$ cat config.mk
export PLATFORM = sky130hd
export DESIGN_NAME = spi_slave
export DESIGN_NICKNAME = d
export VERILOG_FILES = /design/src/rtl/spi_slave.sv
export SDC_FILE = /design/constraint.sdc
export NUM_CORES = 1
export LEC_CHECK = 0
export CORE_MARGIN = 2
export CORE_UTILIZATION = 35
export DETAILED_ROUTE_END_ITERATION = 8
export DONT_BUFFER_PORTS = 1
export PLACE_DENSITY = 0.57
export SLEW_MARGIN = 40
export SYNTH_ARGS = -nofsm -noshare
export SYNTH_HDL_FRONTEND = slang
export SYNTH_SLANG_ARGS = --single-unit
$ cat constraint.sdc
create_clock -name clk -period 3 [get_ports clk]
set_input_delay 0.6 -clock clk [delete_from_list [all_inputs] [get_ports clk]]
set_output_delay 0.6 -clock clk [all_outputs]
set_load 0.05 [all_outputs]
$ cat src/rtl/spi_slave.sv
// Byte-oriented SPI responder (mode 0, MSB first) running in the clk domain.
// SCLK, CS and MOSI are oversampled; received bytes are strobed out on
// rx_valid, and transmit bytes come from a single-entry buffer.
module spi_slave #(
    parameter int unsigned              DATA_WIDTH = 8,
    parameter logic [DATA_WIDTH-1:0]    DEFAULT_TX = 8'h00
) (
    input  logic                  clk,
    input  logic                  rst,
    input  logic                  sclk,
    input  logic                  cs,
    input  logic                  mosi,
    output logic                  miso,
    input  logic [DATA_WIDTH-1:0] tx_data,
    input  logic                  tx_load,
    output logic                  tx_ready,
    output logic [DATA_WIDTH-1:0] rx_data,
    output logic                  rx_valid,
    output logic                  busy,
    output logic                  frame_err
);

    localparam int unsigned    CNT_W    = (DATA_WIDTH > 1) ? $clog2(DATA_WIDTH) : 1;
    localparam logic [CNT_W-1:0] LAST_BIT = CNT_W'(DATA_WIDTH - 1);

    typedef enum logic {
        IDLE  = 1'b0,
        SHIFT = 1'b1
    } state_t;

    state_t state, state_next;

    logic sclk_m, sclk_s, sclk_d;
    logic cs_m, cs_s, cs_d;
    logic mosi_m, mosi_s;

    logic sclk_rise, sclk_fall, cs_rise, cs_fall;

    logic [CNT_W-1:0]      bit_cnt, bit_cnt_next;
    logic [DATA_WIDTH-1:0] tx_shift, tx_shift_next;
    logic [DATA_WIDTH-1:0] rx_shift, rx_shift_next;
    logic [DATA_WIDTH-1:0] tx_buf, tx_buf_next;
    logic [DATA_WIDTH-1:0] rx_data_next;
    logic [DATA_WIDTH-1:0] rx_byte;
    logic                  tx_ready_next;
    logic                  miso_next, rx_valid_next, busy_next, frame_err_next;
    logic                  byte_start;

    // Two-flop synchronizers plus one delay stage for edge detection.
    // CS sync resets low so a CS still held low after reset is not seen as a
    // falling edge: the interrupted frame is dropped until the next CS fall.
    always_ff @(posedge clk or posedge rst) begin
        if (rst) begin
            sclk_m <= 1'b0; sclk_s <= 1'b0; sclk_d <= 1'b0;
            cs_m   <= 1'b0; cs_s   <= 1'b0; cs_d   <= 1'b0;
            mosi_m <= 1'b0; mosi_s <= 1'b0;
        end else begin
            sclk_m <= sclk; sclk_s <= sclk_m; sclk_d <= sclk_s;
            cs_m   <= cs;   cs_s   <= cs_m;   cs_d   <= cs_s;
            mosi_m <= mosi; mosi_s <= mosi_m;
        end
    end

    assign sclk_rise = sclk_s & ~sclk_d;
    assign sclk_fall = ~sclk_s & sclk_d;
    assign cs_rise   = cs_s & ~cs_d;
    assign cs_fall   = ~cs_s & cs_d;

    // State register.
    always_ff @(posedge clk or posedge rst) begin
        if (rst) state <= IDLE;
        else     state <= state_next;
    end

    // Next-state, datapath and output decode.
    always_comb begin
        state_next     = state;
        bit_cnt_next   = bit_cnt;
        tx_shift_next  = tx_shift;
        rx_shift_next  = rx_shift;
        tx_buf_next    = tx_buf;
        tx_ready_next  = tx_ready;
        rx_data_next   = rx_data;
        miso_next      = miso;
        rx_valid_next  = 1'b0;
        frame_err_next = 1'b0;
        byte_start     = 1'b0;
        rx_byte        = rx_shift;
        rx_byte[bit_cnt] = mosi_s;

        // A full buffer ignores further loads until a byte start drains it.
        if (tx_load && tx_ready) begin
            tx_buf_next   = tx_data;
            tx_ready_next = 1'b0;
        end

        case (state)
            IDLE: begin
                miso_next = 1'b0;
                if (cs_fall) begin
                    state_next = SHIFT;
                    byte_start = 1'b1;
                end
            end
            SHIFT: begin
                if (cs_rise) begin
                    state_next = IDLE;
                    miso_next  = 1'b0;
                    if (bit_cnt != LAST_BIT) frame_err_next = 1'b1;
                end else if (sclk_rise) begin
                    miso_next = tx_shift[bit_cnt];
                end else if (sclk_fall) begin
                    rx_shift_next = rx_byte;
                    if (bit_cnt == '0) begin
                        rx_data_next  = rx_byte;
                        rx_valid_next = 1'b1;
                        byte_start    = 1'b1;
                    end else begin
                        bit_cnt_next = bit_cnt - CNT_W'(1);
                    end
                end
            end
            default: state_next = IDLE;
        endcase

        // Byte start: reload the shifter and present its MSB before SCLK rises.
        if (byte_start) begin
            bit_cnt_next = LAST_BIT;
            if (!tx_ready) begin
                tx_shift_next = tx_buf;
                tx_ready_next = 1'b1;
            end else begin
                tx_shift_next = DEFAULT_TX;
            end
            miso_next = tx_shift_next[DATA_WIDTH-1];
        end

        busy_next = (state_next == SHIFT);
    end

    // Datapath and output registers.
    always_ff @(posedge clk or posedge rst) begin
        if (rst) begin
            bit_cnt   <= LAST_BIT;
            tx_shift  <= '0;
            rx_shift  <= '0;
            tx_buf    <= '0;
            tx_ready  <= 1'b1;
            rx_data   <= '0;
            miso      <= 1'b0;
            rx_valid  <= 1'b0;
            busy      <= 1'b0;
            frame_err <= 1'b0;
        end else begin
            bit_cnt   <= bit_cnt_next;
            tx_shift  <= tx_shift_next;
            rx_shift  <= rx_shift_next;
            tx_buf    <= tx_buf_next;
            tx_ready  <= tx_ready_next;
            rx_data   <= rx_data_next;
            miso      <= miso_next;
            rx_valid  <= rx_valid_next;
            busy      <= busy_next;
            frame_err <= frame_err_next;
        end
    end

endmodule

After elaboration in Yosys (flattened, before gate mapping)
Cells that the tools add are included.
- bitwise logic cells: 11
- eq/ne operators: 5
- reductions and logical operators: 8
- muxes and demuxes: 31
- order comparisons: 2
- $add $sub $neg: 1
- operator list (kind ; count):
    $mux 1 ; 18
    $mux 3 ; 6
    $reduce_and 5->1 ; 2
    $bwmux 8 ; 1
    $mux 8 ; 1
    $not 1->1 ; 7
    $pmux 1 s2 ; 3
    $and 1x1->1 ; 4
    $lt 3x4->1 const B ; 1
    $ne 2x1->1 const B ; 2
    $ne 4x1->1 const B ; 1
    $reduce_and 4->1 ; 1
    $reduce_bool 2->1 ; 2
    $bmux 1 s3 ; 1
    $demux 1 s3 ; 1
    $ge 3x1->1 const B ; 1
    $logic_not 3->1 ; 1
    $ne 3x3->1 const B ; 1
    $sub 3x1->3 const B ; 1
    $logic_and 1x1->1 ; 2
    $ne 2x2->1 const B ; 1
- output and inout bits: 13
- input bits: 14
- register bits: 48
- logic and storage cells: 76

Logic depth before layout (Yosys ltp)
Gate-level depths: netlist (run 1).
- word-level depth: 8
- gate-level depth with buffers: 8
- gate-level depth less buffers: 6

Least setup slack after synthesis (run 1)
OpenSTA, ideal clock, no wires.
- kind: flip-flop to flip-flop
- from: register bit_cnt[1]
- to: register tx_shift[7]
- library setup time: 0.079 ns
- data required time: 2.921 ns
- cell stages (with the launch flop): 9
- data arrival time: 2.054 ns
- setup slack: 0.866 ns
- buffers on the path: 2
- cells stage by stage: dfstp_2 -> clkbuf_1 -> inv_1 -> ha_1 -> and4bb_2 -> a21oi_2 -> o22a_1 -> buf_6 -> mux2i_1
- longest elaborated chain between the ends: 6
- RTL lines (what ; line ; source):
    start: declaration ; 39 ; logic [CNT_W-1:0] bit_cnt, bit_cnt_next;
    start signal: assignment ; 155 ; bit_cnt <= bit_cnt_next;
    $logic_not 3->1 ; 114 ; if (bit_cnt == '0) begin
    $mux 1 ; 114 ;
    $mux 1 ; 112 ; end else if (sclk_fall) begin
    $mux 1 ; 110 ; end else if (sclk_rise) begin
    $mux 1 ; 106 ; if (cs_rise) begin
    $pmux 1 s2 ; 97 ; case (state)
    end signal: assignment ; 156 ; tx_shift <= tx_shift_next;
    end: declaration ; 40 ; logic [DATA_WIDTH-1:0] tx_shift, tx_shift_next;
Every way passes these cells.
A chain may end at the register's enable or synchronous reset.

Final worst setup path (run 1)
- from: register bit_cnt[0]
- to: register tx_shift[7]
The elaborated chain is that of the path after synthesis.

==> metrics, run 1 <==
CP Class=reg -> reg; flop-to-flop setup slack=0.72 ns; Mapped Cells=170; Iter 0 DRT Violations=47; latest clock arrival within the worst-skew pair=0.30 ns; Final Cell Area=2260 µm²; CTS Buf Count=5; WP data arrival=2.51 ns; max_slew headroom=0.477; wire per inst=14.0 µm; total global routing overflow=0; core area=5850 µm²; Critical Path Start Type=flop; Sink Count=48; CP startpoint=bit_cnt[0]; CTS clk-pin slew, worst paths=0.09 ns; RSZ-0062 raised after global routing=false; antenna cells=0; wire length of the first global-routing pass=6250 µm; layout cells sized above 1=0.200; residual DRC count=0; post-synthesis async set-or-reset flop share=1.00; most common cell after layout, fill and taps aside=dfrtp_1; area of the mapped netlist=2100 µm²; endpoints failing setup=0; total track usage=0.125; initial antenna violation count=0; drt pass-1 iters=4; Critical Path RT=3.23 ns; dpl hpwl=2390 µm; Power Density=824 nW/µm²; final hold vios=0; Avg Inst Size Synth=12.3 µm²; initial core utilization=0.359; Area contributors post-synth=dfrtp_1, mux2_2, dfstp_2; vias=1233; crit-path max FO=12; Seq/Total Area, Yosys=0.575; synth unique cells=33; placed cell areas=2140 µm²; Fin Setup TNS=0 ns; syn_nets=187; worst slew pin tran=0.785 ns; Synth Flop Type=dfrtp_1; Yosys top cell by area=dfrtp_1; Layout area overhead=7.51%; Hold-fix buffers, CTS=0; HP Class=in -> async; Post-synth EDFFs=0; Port Buffers=0; largest net degree at the start of global routing=49; fin nets=186; post-CTS sizing=0; clk buf depth=2; Via density=5.03; Post-Route WL=3430 µm; DIE AREA=6630 µm²; CTS tree=built; Final period util=0.762; vias in the first global route=1321; Leak=1.01 nW; Post-DRT Antenna Nets=0; Max IR drop VDD=456 µV; Final Skew=0.00770 ns; Die Y=81.4 µm; worst setup margin=0.715 ns; MaxCap Viol Count=0; Yosys reg bits=48; status=finished clean; Crit. End Element=flop; die width=81.4 µm; GPL Wtd Cong=0.816; dpl ws=0.726 ns; post-layout minimum cycle time=2.28 ns; site row count=28; Post-CTS Setup Bufs=0; Slew Viols, Final=0; Warnings, synthesis=0; Yosys top cell area share=0.525; FF-to-FF Start=bit_cnt[0]; IO Pins=27; FMAX=438 MHz; H-tree levels=2; most frequent cells in the layout=dfrtp_1, nand2_1, mux2_2; clock root buffer=clkbuf_8
-- worst max-delay path, stage by stage, from the launching register on --
cell and delay (ns):
dfstp_2 0.67, inv_1 0.13, ha_1 0.27, and4bb_2 0.29
a21oi_2 0.22, o22a_1 0.41, mux2i_1 0.22
-- report_power, final --
part	switching [W]	internal, W
Clock	0.000217	0.000247
Sequential	0.000191	0.000830
Combinational	0.000159	0.000215
-- metrics by stage --
| step | power, W | util | hold WS, ns | instances |
|---|---|---|---|---|
| finish | 0.00186 | 0.386 | 0.215 | 245 |
| global route | 0.00198 | 0.386 | 0.258 | 245 |
| CTS | 0.00188 | 0.386 | 0.241 | 245 |
| detailed placement | 0.00142 | 0.367 | 0.335 | 237 |
| global placement | 0.00140 | 0.366 | 0.334 | 237 |
| floorplan | 0.00133 | - | 0.331 | 170 |
-- routing by layer --
metal | track usage | up-vias | part of all wire
met3 | 0.0374 | 8 | 0.051
li1 | - | 591 | -
met5 | 0 | - | 0
met1 | 0.169 | 606 | 0.48
met4 | 0.0610 | 0 | 0.022
met2 | 0.183 | 28 | 0.45
-- layout make-up --
class                      count  area (µm²)
clock buffer                   5        68.8
tap                           75        93.8
multi-input combinational    105         808
clock inverter                 3        42.5
sequential                    48        1210
inverter                       9        36.3
fill                         572        3590
-- registers in the layout, summed over array words and instances (netlist names), 3 cells and up --
signal    cells
rx_data       8
tx_shift      8
tx_buf        8
bit_cnt       3
rx_shift      8
-- kinds of logic (layout without fill, tap and decap cells) --
group	Yosys count	in the layout	share of synthesized area
AO/OA/AOI/OAI	25	25	0.0924
XOR/XNOR	1	1	0.00417
adder cells (fa/ha/maj)	4	4	0.0227
buffers and inverters	17	17	0.0399
flip-flops	48	48	0.575
multiplexers	28	28	0.159
AND/OR/NAND/NOR	47	47	0.107
-- synth_stat cells, types with 3 or more instances --
| cell type | count |
|---|---|
| mux2_2 | 16 |
| o21ai_0 | 10 |
| inv_1 | 9 |
| nand3_1 | 4 |
| nor2_1 | 10 |
| dfrtp_1 | 44 |
| mux2i_1 | 10 |
| a22o_1 | 7 |
| nand2b_1 | 4 |
| nand2_1 | 17 |
| nor3_1 | 5 |
| dfstp_2 | 4 |
| clkbuf_1 | 4 |
| ha_1 | 3 |
-- final timing paths --
| check | to | depth (start not counted) |
|---|---|---|
| worst max-delay path | tx_shift[7] | 6 |
| worst min-delay path | mosi_m | 1 |
| worst max register to register | tx_shift[7] | 6 |
| worst min register to register | sclk_s | 0 |
| max in group asynchronous | tx_ready | 1 |
| min in group clk | mosi_m | 0 |
(Power assumes the default switching activity.)
==> run 2, diff against run 1 <==
- PLACE_DENSITY: 0.57 -> 0.59
- clock period: 3 -> 2.1 ns (I/O delays scaled with it)
==> metrics, run 2 (synthesized netlist as in run 1, its figures left out) <==
CP Cell Sequence=inv_1 -> ha_1 -> and4bb_2 -> a21oi_2 -> o22a_2 -> mux2i_1; largest net degree at the start of global routing=27; Fin Setup TNS=0 ns; post-layout minimum cycle time=1.94 ns; Layout area overhead=11.0%; # fillers=562; IO Pins=27; GPL Wtd Cong=0.774; status=finished clean; Sink Count=48; wire per inst=13.8 µm; vias in the first global route=1239; Port Buffers=0; Max stage delay on crit path=0.62 ns; Post-DRT Antenna Nets=0; CTS tree=built; Critical Path Start Type=flop; initial antenna violation count=0; crit-path max FO=11; final hold vios=0; WHS=0.0159 ns; clk buf depth=2; initial core utilization=0.359; dpl hpwl=2440 µm; layout cells sized above 1=0.237; antenna cells=0; Crit. End Element=flop; die width=81.4 µm; latest clock arrival within the worst-skew pair=0.30 ns; Max IR drop VDD=607 µV; Top delay family on crit path=flip-flops; total track usage=0.117; DIE AREA=6630 µm²; FMAX=515 MHz; Iter 0 DRT Violations=93; MaxCap Viol Count=0; H-tree levels=2; Die Y=81.4 µm; most frequent cells in the layout=dfrtp_1, nand2_1, mux2_2; flop-to-flop setup slack=0.16 ns; drt pass-1 iters=4; fin nets=193; residual DRC count=0; worst slew pin tran=0.508 ns; site row count=28; endpoints failing setup=0; max_slew headroom=0.661; Via density=4.88; Final Skew=0.0109 ns; total global routing overflow=0; wire length of the first global-routing pass=5840 µm; CTS clk-pin slew, worst paths=0.09 ns; Final period util=0.925; core area=5850 µm²; CP Class=reg -> reg; vias=1229; Leak=1.05 nW; Critical Path RT=2.32 ns; Post-CTS Setup Bufs=0; HP Class=in -> async; slowest cell on the critical path=dfstp_2; Slew Viols, Final=0; R2R depth=6; RSZ-0062 raised after global routing=false; clock root buffer=clkbuf_8; Power Density=1170 nW/µm²; Levels on crit path=6; most common cell after layout, fill and taps aside=dfrtp_1; WP data arrival=2.17 ns; CTS Buf Count=5; Hold-fix buffers, CTS=0; Post-Route WL=3480 µm; Bufs and invs on worst path=1
## run 2: layout make-up
| type | instances | area [µm²] | area share |
|---|---|---|---|
| Clock buffer | 6 | 82.6 | 0.0354 |
| Clock inverter | 2 | 38.8 | 0.0166 |
| Inverter | 9 | 33.8 | 0.0145 |
| Multi-Input combinational cell | 105 | 810 | 0.347 |
| Sequential cell | 48 | 1210 | 0.518 |
| Tap cell | 75 | 93.8 | 0.0403 |
| Timing Repair Buffer | 7 | 65.1 | 0.0279 |
## run 2: what timing repair did
action,in CTS,in global routing
endpoints found under the setup margin,0,11
endpoints found under the hold margin,0,0
resized for setup,0,1
## run 2: power by group
part           switching [W]  total [W]  internal [W]
Combinational       0.000271   0.000606      0.000335
Sequential          0.000228    0.00141       0.00118
Clock               0.000316   0.000705      0.000390
## run 2: path summary, 6_finish.rpt
check	from	to
min	rst	rx_shift[4]
min reg2reg	mosi_m	mosi_s
min in group clk	mosi	mosi_m
max in group asynchronous	rst	tx_ready
max	bit_cnt[1]	tx_shift[7]
max reg2reg	bit_cnt[1]	tx_shift[7]
## run 2: through the flow
step                      cells  power (W)  utilization  setup slack, ns  cell area, µm²
final                       252    0.00272        0.398            0.157            2330
after global routing        252    0.00290        0.398           0.0254            2330
after CTS                   252    0.00276        0.398           0.0215            2330
after detailed placement    244    0.00205        0.377           0.0455            2210
after global placement      244    0.00203        0.377            0.104            2210
after floorplan             170    0.00191            -           0.0805            2100
## run 2: routing by layer
layer	share of wire	GRT usage
met1	0.49	0.156
met2	0.44	0.179
met4	0.016	0.0508
met5	0	0
met3	0.046	0.0330
==> run 3, diff against run 2 <==
- PLACE_DENSITY: 0.59 -> unset
- PLACE_DENSITY_LB_ADDON: unset -> 0.08
==> metrics, run 3 (synthesized netlist as in run 1, its figures left out) <==
wire per inst=14.4 µm; MaxCap Viol Count=0; FF-to-FF Start=bit_cnt[1]; Top delay family on crit path=flip-flops; CP Cell Sequence=inv_1 -> ha_1 -> and4bb_2 -> a21oi_2 -> buf_4 -> o31ai_4 -> a22o_1; CTS clk-pin slew, worst paths=0.09 ns; crit-path max FO=10; Finished Layout Cells=252; Placed Cells=244; Hold-fix buffers, CTS=0; Slew Viols, Final=0; IO Pins=27; Leak=1.06 nW; post-layout minimum cycle time=1.93 ns; Final period util=0.921; largest net degree at the start of global routing=26; most common cell after layout, fill and taps aside=dfrtp_1; WP data arrival=2.12 ns; clk buf depth=2; FMAX=517 MHz; initial core utilization=0.359; RSZ-0062 raised after global routing=false; Crit. End Element=flop; Port Buffers=0; antenna cells=0; most frequent cells in the layout=dfrtp_1, nand2_1, mux2_2; HP Class=in -> async; die width=81.4 µm; Sink Count=48; Critical Path Start Type=flop; Max IR drop VDD=372 µV; core area=5850 µm²; latest clock arrival within the worst-skew pair=0.30 ns; DIE AREA=6630 µm²; layout cells sized above 1=0.237; residual DRC count=0; Via density=4.96; final hold vios=0; max_slew headroom=0.660; slowest cell on the critical path=dfstp_2; drt pass-1 iters=4; fin nets=193; Max stage delay on crit path=0.63 ns; H-tree levels=2; CTS tree=built; site row count=28; Iter 0 DRT Violations=86; wire length of the first global-routing pass=6520 µm; CP Class=reg -> reg; GPL Wtd Cong=0.703; total power draw=0.00275 W; Critical Path RT=2.29 ns; endpoints failing setup=0; CTS Buf Count=5; vias in the first global route=1366; clock root buffer=clkbuf_8; initial antenna violation count=0; Final Skew=0.00739 ns; Fin Setup TNS=0 ns; Bufs and invs on worst path=2; Post-CTS Setup Bufs=0; total track usage=0.130; Post-DRT Antenna Nets=0; total global routing overflow=0; status=finished clean; vias=1249; CP startpoint=bit_cnt[1]; Post-Route WL=3620 µm; Power Density=1170 nW/µm²; worst slew pin tran=0.509 ns; Die Y=81.4 µm; dpl hpwl=2630 µm; Layout area overhead=11.6%
## run 3: changes by cell type in the layout (fill, tap and decap cells not counted)
| cell | change |
|---|---|
| clkbuf_8 | +1 |
| clkinv_4 | -1 |
| o22a_2 | -1 |
| o22a_4 | +1 |
## run 3: what timing repair did
action,CTS,global route
resized for setup,0,2
endpoints found under the setup margin,0,11
endpoints found under the hold margin,0,0
## run 3: layer usage
layer | part of all wire | wire, µm | track usage | vias up
li1 | - | - | - | 606
met1 | 0.46 | 1650 | 0.172 | 617
met2 | 0.49 | 1770 | 0.202 | 20
met3 | 0.037 | 134 | 0.0396 | 6
met4 | 0.017 | 60 | 0.0508 | 0
met5 | 0 | 0 | 0 | -
## run 3: worst paths after layout
check,cells after the start,end,slack [ns]
min in group clk,0,cs_m,0.14
worst max-delay path,7,tx_shift[5],0.17
max in group asynchronous,2,bit_cnt[2],1.49
worst min register to register,0,sclk_s,0.35
worst min-delay path,1,tx_buf[1],0.03
worst max register to register,7,tx_shift[5],0.17
## run 3: area by class of cell
cell class / count / area (µm²)
Fill cell: 571 / 3510
Sequential cell: 48 / 1210
Multi-Input combinational cell: 105 / 817
Clock buffer: 7 / 96.3
Tap cell: 75 / 93.8
Timing Repair Buffer: 7 / 65.1
Inverter: 9 / 33.8
Clock inverter: 1 / 30.0
## run 3: power by group
group | internal [W] | switching, W
clock network | 0.000420 | 0.000297
logic | 0.000339 | 0.000285
registers | 0.00118 | 0.000220
## run 3: metrics by stage
stage | hold WS [ns] | utilization | setup WS [ns] | cell area [µm²]
after global placement | 0.333 | 0.377 | 0.101 | 2210
after detailed placement | 0.335 | 0.377 | 0.0324 | 2210
after CTS | 0.0362 | 0.399 | 0.00869 | 2330
final | 0.0257 | 0.400 | 0.166 | 2340
after floorplan | 0.331 | - | 0.0805 | 2100
after global routing | 0.0585 | 0.400 | 0.0280 | 2340
==> RTL edit 1 (config.mk and constraints of run 1) <==
Change the parameter `DATA_WIDTH` from 8 to 16.
--- a/src/rtl/spi_slave.sv
+++ b/src/rtl/spi_slave.sv
@@ -2,7 +2,7 @@
 // SCLK, CS and MOSI are oversampled; received bytes are strobed out on
 // rx_valid, and transmit bytes come from a single-entry buffer.
 module spi_slave #(
-    parameter int unsigned              DATA_WIDTH = 8,
+    parameter int unsigned              DATA_WIDTH = 16,
     parameter logic [DATA_WIDTH-1:0]    DEFAULT_TX = 8'h00
 ) (
     input  logic                  clk,
Ports: changed (resized rx_data and tx_data); port bits go from 27 to 43. No check against the original RTL was run, so the function may have changed too.
==> RTL edit 1 against run 1 <==
- cell area increased by 73%
- sequential cell count rose by 32
- core utilization rose by 1.1 points
- area after synthesis up 71%
- wire length is 99% higher
- die area rose by 67%
- worst setup slack improved by 66 ps
- power increased by 74%
- final cell count rose by 87%
- highest routed layer unchanged
==> RTL edit 1: results (changes against run 1) <==
** Global route
- The via count of the first global-routing pass came to 2,239 (+69%).
- The combined global-route utilization of all metal layers came to 13.5% (+1.0 points).
- The global-route track usage on met3 is 3.87% (+0.13 points).
- Global-route wire length before repair :: 11.7 mm (+87%)
- The global-route track usage on met2 came to 19.6% (+1.4 points).

** Synth
- The synthesized net count is 348 (+86%).
- The number of unique standard cell types used by synthesis is 32 (-3.0%).
- The commonest cells after synthesis are 75 x dfrtp_1, 47 x nand2_1, 32 x mux2_2, 31 x o21ai_0, 23 x mux2i_1.
- The average instance area after synthesis is 11.1 µm² (-9.8%).
- Biggest area contributors in the synthesized netlist :: dfrtp_1 52%, mux2_2 10%, mux2i_1 6.4%, nand2_1 4.9%, o21ai_0 4.3%
- The sequential element share of the synthesized area came to 56.0% (-1.4 points).

** Layout
- In the final layout, the registers with the most flip-flops are rx_data: 16 flops, tx_buf: 16 flops, tx_shift: 16 flops.
- The fill cell instance count of the final layout is 978 (+71%).

** Place
- The placed wire-length estimate was 4.76 mm (+99%).
- Final weighted congestion of routability-driven global placement :: 0.800 (-1.9%)
- DP Cell Count :: 443 (+87%)

** Setup path
- The setup slack of the most critical reg-to-reg path is 780 ps (+70 ps).
- Worst reg2reg startpoint :: bit_cnt[1]
- Capture instance of the worst register-to-register path :: miso
- The largest fanout on the critical path was 13 (+1).
- The count of cells along the worst register-to-register path is 5 (-1).
- Worst path max stage delay :: 740 ps (+70 ps)
- CP Data Arrival Time :: 2490 ps (-20 ps)

** Routing
- The final wirelength is 6.82 mm (+99%).
- The via count normalized by instance count is 4.87 (-3.2%).

** Clock network
- Clock buffers created by TritonCTS :: 9 (+4)
- Clock latency on the worst-skew pair :: 360 ps (+60 ps)
- H-tree level count :: 3 (+1)

** STA
- The clock tree skew after final layout was 9.22 ps (+1.52 ps).
- The relative slew slack came to 54.8% (+7.1 points).
- Worst hold-check slack :: 183 ps (-32.0 ps)

** Power and ir drop
- Leakage :: 0.00183 µW (+82%)
- The total power divided by cell area came to 826 nW/µm² (+0.32%).

** Outcome
- The flow ran to the end, and the final reports show no timing, DRC or antenna violations.
## RTL edit 1: kinds of logic after synthesis
logic type / count (synthesis) / synth area share [%]
adders and majority gates: 4 / 1.40
buffers and inverters: 26 / 2.97
and+or+nand+nor: 110 / 15.1
xor gates and xnor gates: 3 / 0.733
DFF: 80 / 56.0
muxes: 55 / 16.5
AOI/OAI and AO/OA: 44 / 7.26
## RTL edit 1: through the flow
step           utilization (%)  area [µm²]
6_report                  39.7        3910
5_1_grt                   39.7        3910
4_1_cts                   39.6        3910
3_5_place_dp              37.7        3720
3_3_place_gp              37.7        3720
2_1_floorplan                -        3580
## RTL edit 1: how the worst max path moves through the flow
stage / from / to / slack [ps] / depth (start not counted)
detailed placement: bit_cnt[1] / miso / 820 / 5
global placement: bit_cnt[1] / miso / 870 / 5
finish: bit_cnt[1] / miso / 780 / 5
CTS: bit_cnt[1] / miso / 780 / 5
global route: bit_cnt[1] / tx_shift[12] / 660 / 6
floorplan: rst / busy / 360 / 1
## RTL edit 1: cell type report
cell class	count	area, µm²	area share (%)
tap	133	166	4.25
sequential	80	2010	51.4
timing repair buffer	7	52.6	1.34
clock buffer	11	141	3.61
multi-input combinational	216	1470	37.5
clock inverter	4	45.0	1.15
inverter	7	28.8	0.736
## RTL edit 1: power by group
part	internal (µW)	leakage [µW]	switching, µW
Combinational	408	0.000714	394
Clock	399	0.0000989	372
Sequential	1400	0.00102	261
Total	2210	0.00183	1030
## RTL edit 1: worst max-delay path, delay by kind of cell (launching register included)
| family | cells | cell delay (ps) |
|---|---|---|
| compound gates | 3 | 980 |
| flops | 1 | 740 |
| fa+ha+maj | 1 | 310 |
| buf+inv | 1 | 110 |
## RTL edit 1: metal layers
layer	vias up	share of wire, %
li1	1106	-
met3	14	3.5
met5	-	0
met4	0	2.3
met1	1079	49
met2	33	45
==> RTL edit 2 (settings of run 1) <==
Made on the original files. Make the reset (`rst`) synchronous in 3 clocked blocks.
--- a/src/rtl/spi_slave.sv
+++ b/src/rtl/spi_slave.sv
@@ -49,7 +49,7 @@
     // Two-flop synchronizers plus one delay stage for edge detection.
     // CS sync resets low so a CS still held low after reset is not seen as a
     // falling edge: the interrupted frame is dropped until the next CS fall.
-    always_ff @(posedge clk or posedge rst) begin
+    always_ff @(posedge clk) begin
         if (rst) begin
             sclk_m <= 1'b0; sclk_s <= 1'b0; sclk_d <= 1'b0;
             cs_m   <= 1'b0; cs_s   <= 1'b0; cs_d   <= 1'b0;
@@ -67,7 +67,7 @@
     assign cs_fall   = ~cs_s & cs_d;
 
     // State register.
-    always_ff @(posedge clk or posedge rst) begin
+    always_ff @(posedge clk) begin
         if (rst) state <= IDLE;
         else     state <= state_next;
     end
@@ -139,7 +139,7 @@
     end
 
     // Datapath and output registers.
-    always_ff @(posedge clk or posedge rst) begin
+    always_ff @(posedge clk) begin
         if (rst) begin
             bit_cnt   <= LAST_BIT;
             tx_shift  <= '0;
Check against the original RTL: differs if rst is asserted again (counterexample within 4 cycles, from zero or initial values and one cycle with rst high); with rst held inactive, the same outputs for 10 cycles.
==> RTL edit 2 against run 1 <==
- synthesized cell count rose by 33%
- clock skew rose by 3.4 ps
- sequential share of layout area fell by 8.3 points
- wire length rose by 11%
- via count rose by 22%
- sequential cell count did not move
- cell area fell by 5.5%
- core utilization fell by 0.31 points
- area after synthesis fell by 2.6%
- worst setup slack got worse by 140 ps
- critical path type unchanged
- largest cell class is now multi-input combinational cells
Power is not compared: it rests on default switching activity, and its combinational part moved more than twofold at a synthesized area within 25%.
==> RTL edit 2: results (changes against run 1) <==
** Synth
- Synthesized Nets :: 243 (+30%)
- By area the synthesized netlist is led by dfxtp_1 47%, a21oi_1 5.9%, nand3_1 4.4%, nand2_1 4.4%, or3b_1 3.4%.
- After synthesis, the most frequently instantiated cells are 48 x dfxtp_1, 24 x a21oi_1, 24 x nand2_1, 18 x nand3_1, 13 x nor2_1.
- Most used flip-flop cell after synthesis :: dfxtp_1
- Instance count of the mapped netlist :: 226 (+33%)
- The yosys synthesis warning count was 0 (unchanged).
- The number of unique standard cell types used by synthesis came to 38 (+15%).
- FFs w/ async S/R, synth :: 0% (-100 points)
- The sequential element share of the synthesized area was 47.0% (-10 points).

** Global route
- Global-route wire length before repair :: 6.23 mm (-0.34%)
- Vias in the first global route :: 1,318 (-0.23%)
- Pin count of the biggest net entering global routing :: 46 (-6.1%)
- The combined global-route utilization of all metal layers is 12.3% (-0.16 points).

** Clock network
- Clock latency on the worst-skew pair :: 300 ps (about the same)
- H-tree level count :: 2 (unchanged)

** STA
- The fmax came to 0.413 GHz (-5.6%).
- Remaining max-slew budget at the tightest pin :: 61.6% (+14 points)
- The clock tree skew after final layout came to 11.1 ps (+3.40 ps).

** Min path
- Path category of the worst min-delay check :: primary input to register

** Setup path
- Worst path max stage delay :: 650 ps (-20 ps)
- Worst reg2reg startpoint :: bit_cnt[0]
- Standard cell with the maximum stage delay on the critical path :: dfxtp_1
- In this run the critical register-to-register path is captured at bit_cnt[2].
- The data arrival time of the critical path was 2580 ps (+70 ps).
- Crit path max fanout :: 17 (+5)
- The setup slack of the most critical reg-to-reg path is 580 ps (-140 ps).

** Place
- The placed wire-length estimate came to 2.49 mm (+4.2%).
- Pre-CTS setup slack :: 622 ps (-104 ps)
- DP Cell Count :: 280 (+18%)
- The placed instance area is 2040 µm² (-4.7%).
- Final weighted congestion of routability-driven global placement :: 0.805 (-1.3%)

** Layout
- The proportion of layout cells with a drive suffix above 1 came to 7.41% (-13 points).

** Routing
- Total met3 wirelength after detailed routing :: 215 µm (+24%)
- DRC marker count from the first detailed-route iteration :: 75 (+60%)
- The met1 routed wirelength after detailed routing was 1.92 mm (+18%).
- The via count normalized by instance count came to 5.20 (+3.4%).
- Total vias in the final route :: 1,499 (+22%)
- Met2 routed wirelength :: 1.64 mm (+6.1%)
- The final wirelength came to 3.80 mm (+11%).

** Power and ir drop
- In this run the static leakage power is 0.000716 µW.
- Largest voltage drop on the vdd net :: roughly 0.2 mV

** Outcome
- Outcome :: finished clean
[RTL edit 2: changes by cell type after synthesis, sizes merged, moves of 7 or more]
cell and delta:
nand3 +13, or3b +8, nand2 +7, dfrtp -44, nor2b +9, inv -7, mux2 -15, a22o -7
mux2i -7, dfxtp +48, a21oi +23
[RTL edit 2: power by group]
group	total, µW	internal, µW	leakage, µW	switching (µW)
clock	381	163	0.0000479	218
combinational	28.2	14.1	0.000278	14.1
sequential	670	650	0.000390	20.0
total	1080	827	0.000716	252
[RTL edit 2: critical path, delay by kind of cell (launching register included)]
| kind | cells | cell delay [ps] |
|---|---|---|
| buffers and inverters | 1 | 210 |
| AOI/OAI and AO/OA | 1 | 150 |
| and+or+nand+nor | 3 | 990 |
| adders and majority gates | 1 | 280 |
| DFF | 1 | 650 |
[RTL edit 2: cell families after synthesis]
logic type               count (synthesis)  share of synthesized area [%]
multiplexers                             6                           4.23
AO/OA/AOI/OAI                           51                           15.8
adder cells (fa/ha/maj)                  3                           1.84
flip-flops                              48                           47.0
buffers and inverters                   20                           4.84
AND/OR/NAND/NOR                         97                           25.8
XOR/XNOR                                 1                          0.429
[RTL edit 2: layout make-up]
type	count	area, µm²
Inverter	2	7.51
Tap cell	72	90.1
Multi-Input combinational cell	158	983
Clock buffer	5	68.8
Sequential cell	48	963
Clock inverter	3	18.8
Fill cell	583	3440
[RTL edit 2: through the flow]
step	power, µW	hold WS (ps)	utilization (%)
6_report	1080	360	38.2
5_1_grt	1130	338	38.2
4_1_cts	1090	346	38.2
3_5_place_dp	714	423	36.7
3_3_place_gp	713	418	36.6
2_1_floorplan	717	414	-
[RTL edit 2: metal layers]
layer  vias to the layer above  global-route usage, %
met5                         -                      0
li1                        785                      -
met3                         4                   3.60
met1                       671                   18.1
met4                         0                   7.12
met2                        39                   15.7
